`src/rtl/ov_pkg.sv`:
```
// ov_pkg: shared types and constants for the OV sensor configuration sequencer.
//   CFG_END / CFG_DLY : reserved register addresses used as table markers
//   cfg_entry_t       : one {addr,data} table entry
//   cfg_table_t       : packed ROM image, entry i at bits [16*i +: 16]
//   cfg_state_t       : sequencer FSM states
package ov_pkg;

    localparam logic [7:0] CFG_END = 8'hFE;  // end of table
    localparam logic [7:0] CFG_DLY = 8'hFF;  // wait <data> ms before the next entry

    // Largest table the 8-bit err_idx can describe.
    localparam int MAX_REGS = 256;

    typedef struct packed {
        logic [7:0] addr;
        logic [7:0] data;
    } cfg_entry_t;

    typedef logic [16*MAX_REGS-1:0] cfg_table_t;

    // Soft reset, 1 ms settle, clock prescaler, end marker; unused tail is all end markers.
    localparam cfg_table_t DEFAULT_TABLE = {
        {(MAX_REGS-4){16'hFE00}},
        16'hFE00,
        16'h1101,
        16'hFF01,
        16'h1280
    };

    typedef enum logic [3:0] {
        ST_PWRUP,
        ST_FETCH,
        ST_DECODE,
        ST_ISSUE,
        ST_WAIT,
        ST_GAP,
        ST_DELAY,
        ST_DONE,
        ST_FAIL
    } cfg_state_t;

endpackage

```
`src/rtl/ov_cfg_rom.sv`:
```
// ov_cfg_rom: register table with a synchronous one-cycle read.
//   clk      : clock
//   rd_idx   : entry index, sampled every posedge
//   rd_entry : {addr,data} of the entry addressed in the previous cycle
module ov_cfg_rom
    import ov_pkg::*;
#(
    parameter int         NUM_REGS  = 64,
    parameter int         IDX_W     = 6,
    parameter cfg_table_t ROM_TABLE = DEFAULT_TABLE
) (
    input  logic             clk,
    input  logic [IDX_W-1:0] rd_idx,
    output cfg_entry_t       rd_entry
);

    cfg_entry_t rom_mem [NUM_REGS];

    genvar gi;
    generate
        for (gi = 0; gi < NUM_REGS; gi++) begin : g_rom
            assign rom_mem[gi] = cfg_entry_t'(ROM_TABLE[16*gi +: 16]);
        end
    endgenerate

    // No reset on the read register so the table maps onto block RAM/ROM.
    always_ff @(posedge clk) begin
        rd_entry <= rom_mem[rd_idx];
    end

endmodule

```
`src/rtl/ov_cfg_sequencer.sv`:
```
// ov_cfg_sequencer: after reset waits PWRUP_MS, then walks the register table and
// writes each entry to the SCCB master, retrying NACKed writes up to MAX_RETRY attempts.
//   clk, rst_n          : clock, asynchronous active-low reset
//   start               : re-run the table (only honoured in DONE/FAIL)
//   cfg_req/addr/data   : write request to the SCCB master
//   cfg_ack/cfg_nack    : one-cycle completion pulses from the master
//   cfg_busy/done/err   : status levels
//   err_idx             : index of the entry that ran out of retries
module ov_cfg_sequencer
    import ov_pkg::*;
#(
    parameter int         CLK_HZ    = 50_000_000,
    parameter int         PWRUP_MS  = 20,
    parameter int         NUM_REGS  = 64,
    parameter int         MAX_RETRY = 3,
    parameter cfg_table_t ROM_TABLE = DEFAULT_TABLE
) (
    input  logic       clk,
    input  logic       rst_n,
    input  logic       start,
    output logic       cfg_req,
    output logic [7:0] cfg_addr,
    output logic [7:0] cfg_data,
    input  logic       cfg_ack,
    input  logic       cfg_nack,
    output logic       cfg_busy,
    output logic       cfg_done,
    output logic       cfg_err,
    output logic [7:0] err_idx
);

    localparam int IDX_W    = (NUM_REGS > 1) ? $clog2(NUM_REGS) : 1;
    localparam int TICK_DIV = CLK_HZ / 1000;
    localparam int TICK_W   = (TICK_DIV > 1) ? $clog2(TICK_DIV) : 1;
    localparam int RETRY_W  = $clog2(MAX_RETRY + 1);

    localparam logic [IDX_W-1:0]   LAST_IDX    = IDX_W'(NUM_REGS - 1);
    localparam logic [TICK_W-1:0]  TICK_LAST   = TICK_W'(TICK_DIV - 1);
    localparam logic [7:0]         PWRUP_LAST  = 8'(PWRUP_MS - 1);
    localparam logic [RETRY_W-1:0] RETRY_LIMIT = RETRY_W'(MAX_RETRY);

    cfg_state_t         state_reg,    state_next;
    logic [IDX_W-1:0]   idx_reg,      idx_next;
    logic [RETRY_W-1:0] retry_reg,    retry_next;
    logic [TICK_W-1:0]  tick_cnt_reg, tick_cnt_next;
    logic [7:0]         ms_cnt_reg,   ms_cnt_next;
    logic [7:0]         dly_ms_reg,   dly_ms_next;
    cfg_entry_t         entry_reg,    entry_next;
    logic [7:0]         err_idx_reg,  err_idx_next;

    cfg_entry_t         rom_entry;
    logic               tick;
    logic               at_last;
    logic [RETRY_W-1:0] retry_inc;

    ov_cfg_rom #(
        .NUM_REGS  (NUM_REGS),
        .IDX_W     (IDX_W),
        .ROM_TABLE (ROM_TABLE)
    ) u_rom (
        .clk      (clk),
        .rd_idx   (idx_reg),
        .rd_entry (rom_entry)
    );

    assign tick      = (tick_cnt_reg == TICK_LAST);
    assign at_last   = (idx_reg == LAST_IDX);
    assign retry_inc = retry_reg + RETRY_W'(1);

    always_ff @(posedge clk or negedge rst_n) begin
        if (!rst_n) begin
            state_reg    <= ST_PWRUP;
            idx_reg      <= '0;
            retry_reg    <= '0;
            tick_cnt_reg <= '0;
            ms_cnt_reg   <= '0;
            dly_ms_reg   <= '0;
            entry_reg    <= '0;
            err_idx_reg  <= '0;
        end else begin
            state_reg    <= state_next;
            idx_reg      <= idx_next;
            retry_reg    <= retry_next;
            tick_cnt_reg <= tick_cnt_next;
            ms_cnt_reg   <= ms_cnt_next;
            dly_ms_reg   <= dly_ms_next;
            entry_reg    <= entry_next;
            err_idx_reg  <= err_idx_next;
        end
    end

    always_comb begin
        state_next    = state_reg;
        idx_next      = idx_reg;
        retry_next    = retry_reg;
        tick_cnt_next = tick ? '0 : tick_cnt_reg + TICK_W'(1);
        ms_cnt_next   = tick ? ms_cnt_reg + 8'd1 : ms_cnt_reg;
        dly_ms_next   = dly_ms_reg;
        entry_next    = entry_reg;
        err_idx_next  = err_idx_reg;

        case (state_reg)
            ST_PWRUP: begin
                if (tick && (ms_cnt_reg == PWRUP_LAST)) begin
                    state_next = ST_FETCH;
                end
            end
            ST_FETCH: begin
                state_next = ST_DECODE;
            end
            ST_DECODE: begin
                entry_next = rom_entry;
                if (rom_entry.addr == CFG_END) begin
                    state_next = ST_DONE;
                end else if (rom_entry.addr == CFG_DLY) begin
                    // Restart the ms timebase so the delay is a whole number of ms.
                    dly_ms_next   = rom_entry.data;
                    tick_cnt_next = '0;
                    ms_cnt_next   = '0;
                    state_next    = ST_DELAY;
                end else begin
                    state_next = ST_ISSUE;
                end
            end
            ST_ISSUE: begin
                state_next = ST_WAIT;
            end
            ST_WAIT: begin
                // nack wins when both arrive together.
                if (cfg_nack) begin
                    if (retry_inc < RETRY_LIMIT) begin
                        retry_next = retry_inc;
                        state_next = ST_GAP;
                    end else begin
                        err_idx_next = 8'(idx_reg);
                        state_next   = ST_FAIL;
                    end
                end else if (cfg_ack) begin
                    retry_next = '0;
                    if (at_last) begin
                        state_next = ST_DONE;
                    end else begin
                        idx_next   = idx_reg + IDX_W'(1);
                        state_next = ST_FETCH;
                    end
                end
            end
            ST_GAP: begin
                state_next = ST_ISSUE;
            end
            ST_DELAY: begin
                if ((dly_ms_reg == 8'd0) || (tick && (ms_cnt_reg == dly_ms_reg - 8'd1))) begin
                    if (at_last) begin
                        state_next = ST_DONE;
                    end else begin
                        idx_next   = idx_reg + IDX_W'(1);
                        state_next = ST_FETCH;
                    end
                end
            end
            ST_DONE, ST_FAIL: begin
                // A re-run skips the power-up wait: the sensor is already powered.
                if (start) begin
                    idx_next     = '0;
                    retry_next   = '0;
                    err_idx_next = '0;
                    state_next   = ST_FETCH;
                end
            end
            default: begin
                state_next = ST_PWRUP;
            end
        endcase
    end

    // Request is decoded straight from state so an async reset drops it immediately.
    assign cfg_req  = (state_reg == ST_ISSUE) || (state_reg == ST_WAIT);
    assign cfg_addr = cfg_req ? entry_reg.addr : 8'd0;
    assign cfg_data = cfg_req ? entry_reg.data : 8'd0;
    assign cfg_busy = (state_reg != ST_DONE) && (state_reg != ST_FAIL);
    assign cfg_done = (state_reg == ST_DONE);
    assign cfg_err  = (state_reg == ST_FAIL);
    assign err_idx  = err_idx_reg;

endmodule

```
`config.mk`:
```
export PLATFORM = sky130hd
export DESIGN_NAME = ov_cfg_sequencer
export DESIGN_NICKNAME = d
export VERILOG_FILES = /design/src/rtl/ov_pkg.sv /design/src/rtl/ov_cfg_rom.sv /design/src/rtl/ov_cfg_sequencer.sv
export SDC_FILE = /design/constraint.sdc
export NUM_CORES = 1
export LEC_CHECK = 0
export BUFFER_PORTS_ARGS = -buffer_cell sky130_fd_sc_hd__buf_2
export CAP_MARGIN = 20
export CORE_MARGIN = 2
export CORE_UTILIZATION = 30
export CTS_BUF_LIST = sky130_fd_sc_hd__clkbuf_16
export CTS_CLUSTER_SIZE = 10
export DETAILED_ROUTE_END_ITERATION = 8
export PLACE_DENSITY_LB_ADDON = 0.15
export SLEW_MARGIN = 0
export SYNTH_ARGS = -nofsm -noshare
export SYNTH_HDL_FRONTEND = slang
export SYNTH_SLANG_ARGS = --single-unit
export TNS_END_PERCENT = 5
```
`constraint.sdc`:
```
create_clock -name clk -period 2.28 [get_ports clk]
set_input_delay 0.456 -clock clk [delete_from_list [all_inputs] [get_ports clk]]
set_output_delay 0.456 -clock clk [all_outputs]
set_load 0.03 [all_outputs]
```
# Yosys cells after proc, flatten, opt, wreduce, memory -nomap -nowiden
# Memories as Yosys holds them, arrays and structs flattened. A register that Yosys moved wholly into a read port is not among the register bits.
# Index checks and enable logic that the tools add are counted.
[op_classes]
n_eq_ne = 25
n_mux = 35
n_reduce_logical = 15
order_cmp = 1
n_bitwise = 2
addsub = 5
[ops]
columns = ["operator", "count"]
rows = [
  ["$mux W8", 9],
  ["$mux W16", 4],
  ["$pmux W4 S8", 1],
  ["$mux W6", 5],
  ["$mux W4", 6],
  ["$pmux W6 S3", 1],
  ["$add A16 B1 Y16 const B", 1],
  ["$eq A16 B16 Y1 const B", 1],
  ["$eq A4 B3 Y1 const B", 4],
  ["$eq A8 B8 Y1 const B", 2],
  ["$pmux W8 S2", 1],
  ["$ne A2 B2 Y1 const B", 7],
  ["$reduce_and A4 Y1", 3],
  ["$mux W3", 3],
  ["$add A8 B1 Y8 const B", 1],
  ["$eq A4 B2 Y1 const B", 2],
  ["$eq A8 B5 Y1 const B", 1],
  ["$eq A8 B8 Y1", 1],
  ["$logic_not A8 Y1", 1],
  ["$mux W2", 4],
  ["$sub A8 B1 Y8 const B", 1],
  ["$not A6 Y7", 1],
  ["$add A6 B1 Y6 const B", 1],
  ["$eq A6 B6 Y1 const B", 1],
  ["other kinds (17)", 21],
]
[word_totals]
mem_count = 1
input_bits = 5
rom_bits = 1024
regBits = 68
[mem_list]
columns = ["memory", "depth", "word_bits", "read_ports", "rd_ports_with_merged_regs", "write_ports", "line", "text"]
rows = [
  ["(name not given)", 64, 16, 1, 1, 0, "ov_cfg_rom.sv:28", "rd_entry <= rom_mem[rd_idx];"],
]

# Logic depth before layout (Yosys ltp)
# Gate-level depths: netlist of the first run.
[logic_depth]
word_depth = 6
mapped_depth = 9
mapped_depth_nobuf = 7

# Modules after synthesis
# Synthesis of the first run repeated with hierarchy kept, for this count alone.
[hier_totals]
hier_cells = 385
hier_area_um2 = 3824.9
[modules_own_cells]
columns = ["module", "n_inst", "area_per_inst_um2", "cells_each", "seq_area_each_um2"]
rows = [
  ["ov_cfg_sequencer", 1, 3593.4, 360, 1651.6],
  ["ov_cfg_rom", 1, 231.5, 25, 80.1],
]

# Worst setup path before layout of the first run
# No wires, ideal clock.
[synth_path]
path_type = "register -> output"
from = "register state_reg[0]"
to = "output port cfg_addr[3]"
required_ns = 1.824
path_slack_ns = -0.404
n_path_buf = 2
stages_incl_launch_ff = 8
arrival_time_ns = 2.228
path_cell_list = "dfrtp_1 > clkbuf_1 > inv_1 > nor3_1 > a21oi_1 > nor2_1 > and2_1 > buf_4"
[synth_between]
elab_chain_cells = 3
word_cells_on_any_way = 4
[synth_lines]
columns = ["element", "line", "text"]
rows = [
  ["start, declared", "ov_cfg_sequencer.sv:42", "cfg_state_t state_reg, state_next;"],
  ["start signal, assigned", "ov_cfg_sequencer.sv:81", "state_reg <= state_next;"],
  ["$eq A4 B2 Y1 or $eq A4 B3 Y1 (tied branches)", "ov_cfg_sequencer.sv:177", "assign cfg_req = (state_reg == ST_ISSUE) || (state_reg == ST_WAIT);"],
  ["$logic_or A1 B1 Y1 *", "ov_cfg_sequencer.sv:177", ""],
  ["via cfg_req", "ov_cfg_sequencer.sv:21", "output logic cfg_req,"],
  ["$mux W8 *", "ov_cfg_sequencer.sv:178", "assign cfg_addr = cfg_req ? entry_reg.addr : 8'd0;"],
  ["end, declared", "ov_cfg_sequencer.sv:22", "output logic [7:0] cfg_addr,"],
]
# The timed path passes the listed nets; every way through them passes the cells marked *.

# Final worst setup path of the first run
[layout_path]
from = "register state_reg[2]"
to = "output port cfg_busy"
[layout_between]
elab_chain_cells = 2
word_cells_on_any_way = 3
[layout_lines]
columns = ["element", "line", "text"]
rows = [
  ["$ne A4 B3 Y1 or $ne A4 B4 Y1 (tied branches)", "ov_cfg_sequencer.sv:180", "assign cfg_busy = (state_reg != ST_DONE) && (state_reg != ST_FAIL);"],
  ["$logic_and A1 B1 Y1 *", "ov_cfg_sequencer.sv:180", ""],
  ["end, declared", "ov_cfg_sequencer.sv:26", "output logic cfg_busy,"],
]
# Mark *: on every way between the ends. The rest lies on a longest branch, timed or not.

==> results of run 1 <==
==> power groups by stage <==
stage               sequential, mW  combinational, mW  clock (mW)
floorplan                     1.35               1.16           0
global route                  1.43               1.68       0.918
finish                        1.40               1.51       0.845
CTS                           1.41               1.46       0.881
detailed placement            1.42               1.45           0
global placement              1.43               1.46           0
==> cells by family after synthesis <==
family                     count (synthesis)
AOI/OAI and AO/OA                         45
xor gates and xnor gates                  22
adders and majority gates                  5
buffers and inverters                     34
DFF                                       53
muxes                                      9
other                                      1
and+or+nand+nor                          114
==> Yosys cell counts (2+ instances only) <==
| cell type | instances | area [sq um] |
|---|---|---|
| nor4_1 | 2 | 12.5 |
| nor3_1 | 5 | 25.0 |
| o31ai_1 | 5 | 37.5 |
| mux2_2 | 7 | 78.8 |
| a22o_1 | 6 | 52.6 |
| nand4_1 | 8 | 50.1 |
| o41ai_2 | 4 | 65.1 |
| a21o_1 | 2 | 15.0 |
| or2_2 | 4 | 25.0 |
| and2_1 | 12 | 75.1 |
| nor4bb_1 | 2 | 20.0 |
| a21oi_1 | 3 | 15.0 |
| nor4b_1 | 2 | 17.5 |
| and4b_1 | 2 | 20.0 |
| mux2i_1 | 2 | 20.0 |
| nand3b_1 | 2 | 15.0 |
| nand2_1 | 9 | 33.8 |
| nand3_1 | 9 | 45.0 |
| dfxtp_1 | 4 | 80.1 |
| ha_1 | 5 | 62.6 |
| or4b_1 | 2 | 20.0 |
| xnor2_1 | 8 | 70.1 |
| xor2_1 | 14 | 123 |
| buf_2 | 4 | 20.0 |
| nand2b_1 | 5 | 31.3 |
| o21ai_0 | 10 | 50.1 |
| clkbuf_1 | 5 | 18.8 |
| nor2_1 | 35 | 131 |
| inv_1 | 10 | 37.5 |
| and3_1 | 4 | 25.0 |
| dfrtp_1 | 49 | 1230 |
| a31oi_1 | 5 | 31.3 |
| buf_4 | 14 | 105 |
| and4_1 | 3 | 26.3 |
==> worst max path at each step <==
stage / start / endpoint / slack (ns)
finish: state_reg[2] / cfg_busy / 0.09
global route: state_reg[1] / cfg_addr[5] / -0.03
CTS: state_reg[2] / cfg_busy / 0.008
detailed placement: ms_cnt_reg[3] / state_reg[2] / 0.11
global placement: ms_cnt_reg[3] / state_reg[2] / 0.15
floorplan: state_reg[1] / idx_reg[4] / -0.04
==> routing by layer <==
layer	vias up	share of wire, %
li1	1049	-
met1	1038	51
met2	43	45
met3	5	2.7
met4	0	1.4
met5	-	0
==> repair_timing <==
action / in CTS / in global routing
hold buffers: 0 / 0
hold endpoints to repair: 0 / 0
buffers inserted: 0 / 4
endpoints found under the setup margin: 11 / 14
cloned: 0 / 0
pin swaps: 0 / 0
resized for setup: 1 / 5
==> area by class of cell <==
cell class              count  share of cell area, %
multi-input cells         203                   42.6
flip-flops and latches     53                   38.4
repair buffers             44                   8.28
well taps                 129                   4.73
clock buffers               5                   3.66
inverters                  10                   1.21
clock inverters             3                   1.14
==> cells in the final DEF, fill, tap and decap left out, drive strengths merged, types with 3 or more instances in the layout <==
cell    instances
dfrtp          49
buf            42
nor2           35
xor2           14
and2           12
o21ai          11
inv            10
nand3           9
nand2           9
xnor2           8
nand4           8
conb            8
mux2            7
clkbuf          7
a22o            6
nand2b          5
nor3            5
a31oi           5
ha              5
and3            5
or2             5
o31ai           5
o41ai           4
dfxtp           4
a21oi           4
and4            3
nor4b           3
==> per-stage QoR <==
stage                     TNS, ns  instance area, sq um
after floorplan           -0.0388                  2960
after global placement          0                  3210
after detailed placement        0                  3210
after CTS                       0                  3370
after global routing       -0.125                  3410
final                           0                  3410
==> results.sh, run 1 <==
export IMPL_min_path_type="in -> async"
export IMPL_post_route_period_util_pct=96.1
export IMPL_dominantRegCellSynth="dfrtp_1"
export IMPL_cp_required_ns=1.82
export IMPL_synth_seq_area_share_pct=45.3
export IMPL_yosys_area_share_simple_pct=22.6
export IMPL_max_cap_violations=0
export IMPL_startpoint_type="flip-flop"
export IMPL_drc=0
export IMPL_holdWs_ns=0.160
export IMPL_synthMuxAreaShare_pct=3.43
export IMPL_use_met3_pct=1.85
export IMPL_slowest_stage="dfrtp_2"
export IMPL_arrival_ns=1.73
export IMPL_worst_slack_ns=0.0900
export IMPL_met2_usage_pct=19.1
export IMPL_cts_root_buf="clkbuf_16"
export IMPL_power_mw=3.76
export IMPL_yosys_warnings=0
export IMPL_ant_nets=0
export IMPL_initial_core_util_pct=31.0
export IMPL_rsz0062_at_grt="yes"
export IMPL_worst_pin_slew_ns=0.583
export IMPL_path_class="reg -> out"
export IMPL_end_kind="primary output"
export IMPL_cpPeakStageDelay_ns=0.49
export IMPL_grt_max_degree=27
export IMPL_synth_top_family_by_area="simple AND/OR/NAND/NOR gates"
export IMPL_die_w_microns=102
export IMPL_grt_pass1_vias=2076
export IMPL_path_clk_slew_ns=0.07
export IMPL_place_hpwl_mm=4.54
export IMPL_wl_per_cell_microns=14.1
export IMPL_port_buffers=24
export IMPL_syn_inst=283
export IMPL_syn_area_sq_um=2880
export IMPL_cp_depth=4
export IMPL_synth_xor_area_share_pct=6.69
export IMPL_cts_tree="done"
export IMPL_dpl_cell_count=435
export IMPL_hold_viol_final=0
export IMPL_reg2reg_slack_ns=0.16
export IMPL_largest_reg_flops=16
export IMPL_comb_power_share_pct=40.2
export IMPL_multi_input_area_sq_um=1460
export IMPL_nets=327
export IMPL_insertion_delay_ns=0.29
export IMPL_area_growth_pct=18.5
export IMPL_core_area_sq_um=9280
export IMPL_yosys_area_share_adder_pct=2.17
export IMPL_fill_cells=963
export IMPL_p_per_area_nw_per_um2=1100
export IMPL_peakVddDrop_v=0.000544
export IMPL_switching_share_pct=37.9
export IMPL_max_freq_mhz=457
export IMPL_grt_pass1_wl_mm=10.6
export IMPL_num_rows=35
export IMPL_synth_cell_types=54
export IMPL_timing_rr_end="state_reg[2]"
export IMPL_synthArstFlopShare_pct=92.5
export IMPL_n_antenna_cell=0
export IMPL_power_frac_seq_pct=37.3
export IMPL_status="complete, no violations"
export IMPL_worst_path_dominant_cell_family="simple AND/OR/NAND/NOR gates"
export IMPL_p_sw_mw=1.42
export IMPL_fin_skew_ns=0.00735
export IMPL_fin_crit_ns=2.19
export IMPL_slew_violations=0
export IMPL_layout_drive_gt1_share_pct=27.0
export IMPL_antenna_found_initial=0
export IMPL_reg2reg_from="ms_cnt_reg[3]"
export IMPL_clkPwrFrac_pct=22.5
export IMPL_preCtsSetupSlack_ns=0.113
export IMPL_wirelength_mm=6.29
export IMPL_cts_max_level=2
export IMPL_slew_headroom_pct=61.1
export IMPL_drt_vias_per_instance=4.78
export IMPL_worst_path_buf_inv=2
export IMPL_synth_edf_count=0
export IMPL_gp_congestion=0.746
export IMPL_first_pass_iters=4
export IMPL_final_cells=447
export IMPL_grt_usage_pct=13.0
export IMPL_die_area_sq_um=10400
export IMPL_cts_buffers=5
export IMPL_crit_fanout=10
export IMPL_syn_avg_cell_area_sq_um=10.2
export IMPL_cts_buffer_depth=2
export IMPL_ff_latch_area_sq_um=1310
export IMPL_ys_seq_elements=53
export IMPL_setup_viol=0
export IMPL_clock_sinks=53
export IMPL_vias=2135
export IMPL_post_route_util_pct=36.8
export IMPL_die_h_microns=102
export IMPL_gr_usage_met1_pct=19.5
export IMPL_power_leakage_nw=1.58
export IMPL_crit_chain="and4b_1, or2_4, clkinvlp_4, buf_2"
export IMPL_grt_overflow=0
export IMPL_synth_compound_area_share_pct=13.0
export IMPL_drt_iter0_markers=87
export IMPL_num_io_pins=33
export IMPL_grt_busiest_layer="met1"
export IMPL_intPower_mw=2.33
export IMPL_reg2regPathDepth=5
(Power assumes the default switching activity.)
==> inputs of run 2 (changes only) <==
--- a/config.mk
+++ b/config.mk
@@ -8,7 +8,7 @@
 export BUFFER_PORTS_ARGS = -buffer_cell sky130_fd_sc_hd__buf_2
 export CAP_MARGIN = 20
 export CORE_MARGIN = 2
-export CORE_UTILIZATION = 30
+export CORE_UTILIZATION = 58
 export CTS_BUF_LIST = sky130_fd_sc_hd__clkbuf_16
 export CTS_CLUSTER_SIZE = 10
 export DETAILED_ROUTE_END_ITERATION = 8
==> results.sh, run 2 (synthesis gave the netlist of run 1 again) <==
export IMPL_largest_reg_flops=16
export IMPL_post_route_util_pct=68.7
export IMPL_holdWs_ns=0.257
export IMPL_layout_drive_gt1_share_pct=25.5
export IMPL_grt_usage_pct=22.9
export IMPL_gp_congestion=0.810
export IMPL_cpPeakStageDelay_ns=0.49
export IMPL_hold_viol_final=0
export IMPL_insertion_delay_ns=0.29
export IMPL_final_common_cell="dfrtp_1"
export IMPL_fin_crit_ns=2.20
export IMPL_cts_buffers=5
export IMPL_max_cap_violations=0
export IMPL_grt_pass1_wl_mm=9.70
export IMPL_slew_headroom_pct=58.1
export IMPL_num_io_pins=33
export IMPL_path_class="reg -> out"
export IMPL_post_route_period_util_pct=96.3
export IMPL_arrival_ns=1.74
export IMPL_core_area_sq_um=4750
export IMPL_die_h_microns=74.5
export IMPL_status="complete, no violations"
export IMPL_grt_overflow=0
export IMPL_n_antenna_cell=0
export IMPL_startpoint_type="flip-flop"
export IMPL_timing_rr_end="idx_reg[5]"
export IMPL_setup_viol=0
export IMPL_grt_pass1_vias=2046
export IMPL_vias=2177
export IMPL_drt_iter0_markers=166
export IMPL_peakVddDrop_v=0.000766
export IMPL_wl_per_cell_microns=15.1
export IMPL_min_path_type="in -> async"
export IMPL_p_per_area_nw_per_um2=1100
export IMPL_die_w_microns=74.5
export IMPL_crit_chain="and4b_1, or2_4, clkinvlp_4, buf_2"
export IMPL_end_kind="primary output"
export IMPL_drc=0
export IMPL_cts_buffer_depth=2
export IMPL_first_pass_iters=4
export IMPL_die_area_sq_um=5550
export IMPL_clock_sinks=53
export IMPL_grt_max_degree=50
export IMPL_nets=323
export IMPL_preCtsSetupSlack_ns=0.141
export IMPL_reg2reg_slack_ns=0.15
export IMPL_area_growth_pct=13.4
export IMPL_slew_violations=0
export IMPL_power_leakage_nw=1.53
export IMPL_max_freq_mhz=456
export IMPL_final_cell_mix="46 x dfrtp_1, 34 x nor2_1, 24 x buf_2"
export IMPL_path_clk_slew_ns=0.07
export IMPL_worst_slack_ns=0.0847
export IMPL_ant_nets=0
export IMPL_crit_fanout=9
export IMPL_cp_required_ns=1.82
export IMPL_place_hpwl_mm=4.09
export IMPL_num_rows=25
export IMPL_cts_root_buf="clkbuf_16"
export IMPL_reg2regPathDepth=5
export IMPL_port_buffers=24
export IMPL_fin_skew_ns=0.00494
export IMPL_cts_max_level=2
export IMPL_reg2reg_from="ms_cnt_reg[3]"
export IMPL_cts_tree="done"
export IMPL_power_mw=3.60
export IMPL_slowest_stage="dfrtp_1"
export IMPL_antenna_found_initial=0
export IMPL_initial_core_util_pct=60.6
export IMPL_tns_ns=0
export IMPL_worst_pin_slew_ns=0.628
export IMPL_drt_vias_per_instance=5.71
export IMPL_rsz0062_at_grt="no"
export IMPL_wirelength_mm=5.77
run 2: timing repair:
action	CTS	global route
gates cloned	0	0
hold buffers	0	0
setup buffers	0	3
setup endpoints to repair	5	7
resized for setup	1	3
run 2: area by class of cell:
type / instances / area (sq um)
Fill cell: 408 / 1490
Multi-Input combinational cell: 203 / 1450
Sequential cell: 53 / 1310
Timing Repair Buffer: 40 / 240
Clock buffer: 5 / 125
Tap cell: 67 / 83.8
Inverter: 10 / 41.3
Clock inverter: 3 / 12.5
run 2: worst max-delay path by stage:
stage                        from  cells past startpoint            to
finish               state_reg[2]                      4      cfg_busy
global route        ms_cnt_reg[2]                      5  state_reg[2]
CTS                  state_reg[1]                      4      cfg_busy
detailed placement  ms_cnt_reg[2]                      5  state_reg[2]
global placement    ms_cnt_reg[2]                      5  state_reg[2]
floorplan            state_reg[1]                      8    idx_reg[4]
run 2: power breakdown:
| part | switching [mW] | internal, mW |
|---|---|---|
| clock | 0.326 | 0.398 |
| combinational | 0.835 | 0.624 |
| sequential | 0.244 | 1.17 |
| total | 1.40 | 2.19 |
run 2: routing by layer:
layer,share of wire [%],global-route usage [%],vias up,wire length [microns]
li1,-,-,1044,-
met1,49,33.2,1076,2810
met2,46,35.0,52,2670
met3,3.9,4.20,5,227
met4,1.2,6.94,0,69
met5,0,0,-,0
run 2: worst max-delay path: cells and delay by family, from the launching register on:
family	cells	cell delay [ns]
buffers and inverters	2	0.34
DFF	1	0.49
and+or+nand+nor	2	0.62
run 2: stage by stage:
step	area (sq um)	cells
floorplan	2960	290
global placement	3100	370
detailed placement	3100	370
CTS	3240	378
global route	3270	381
finish	3270	381
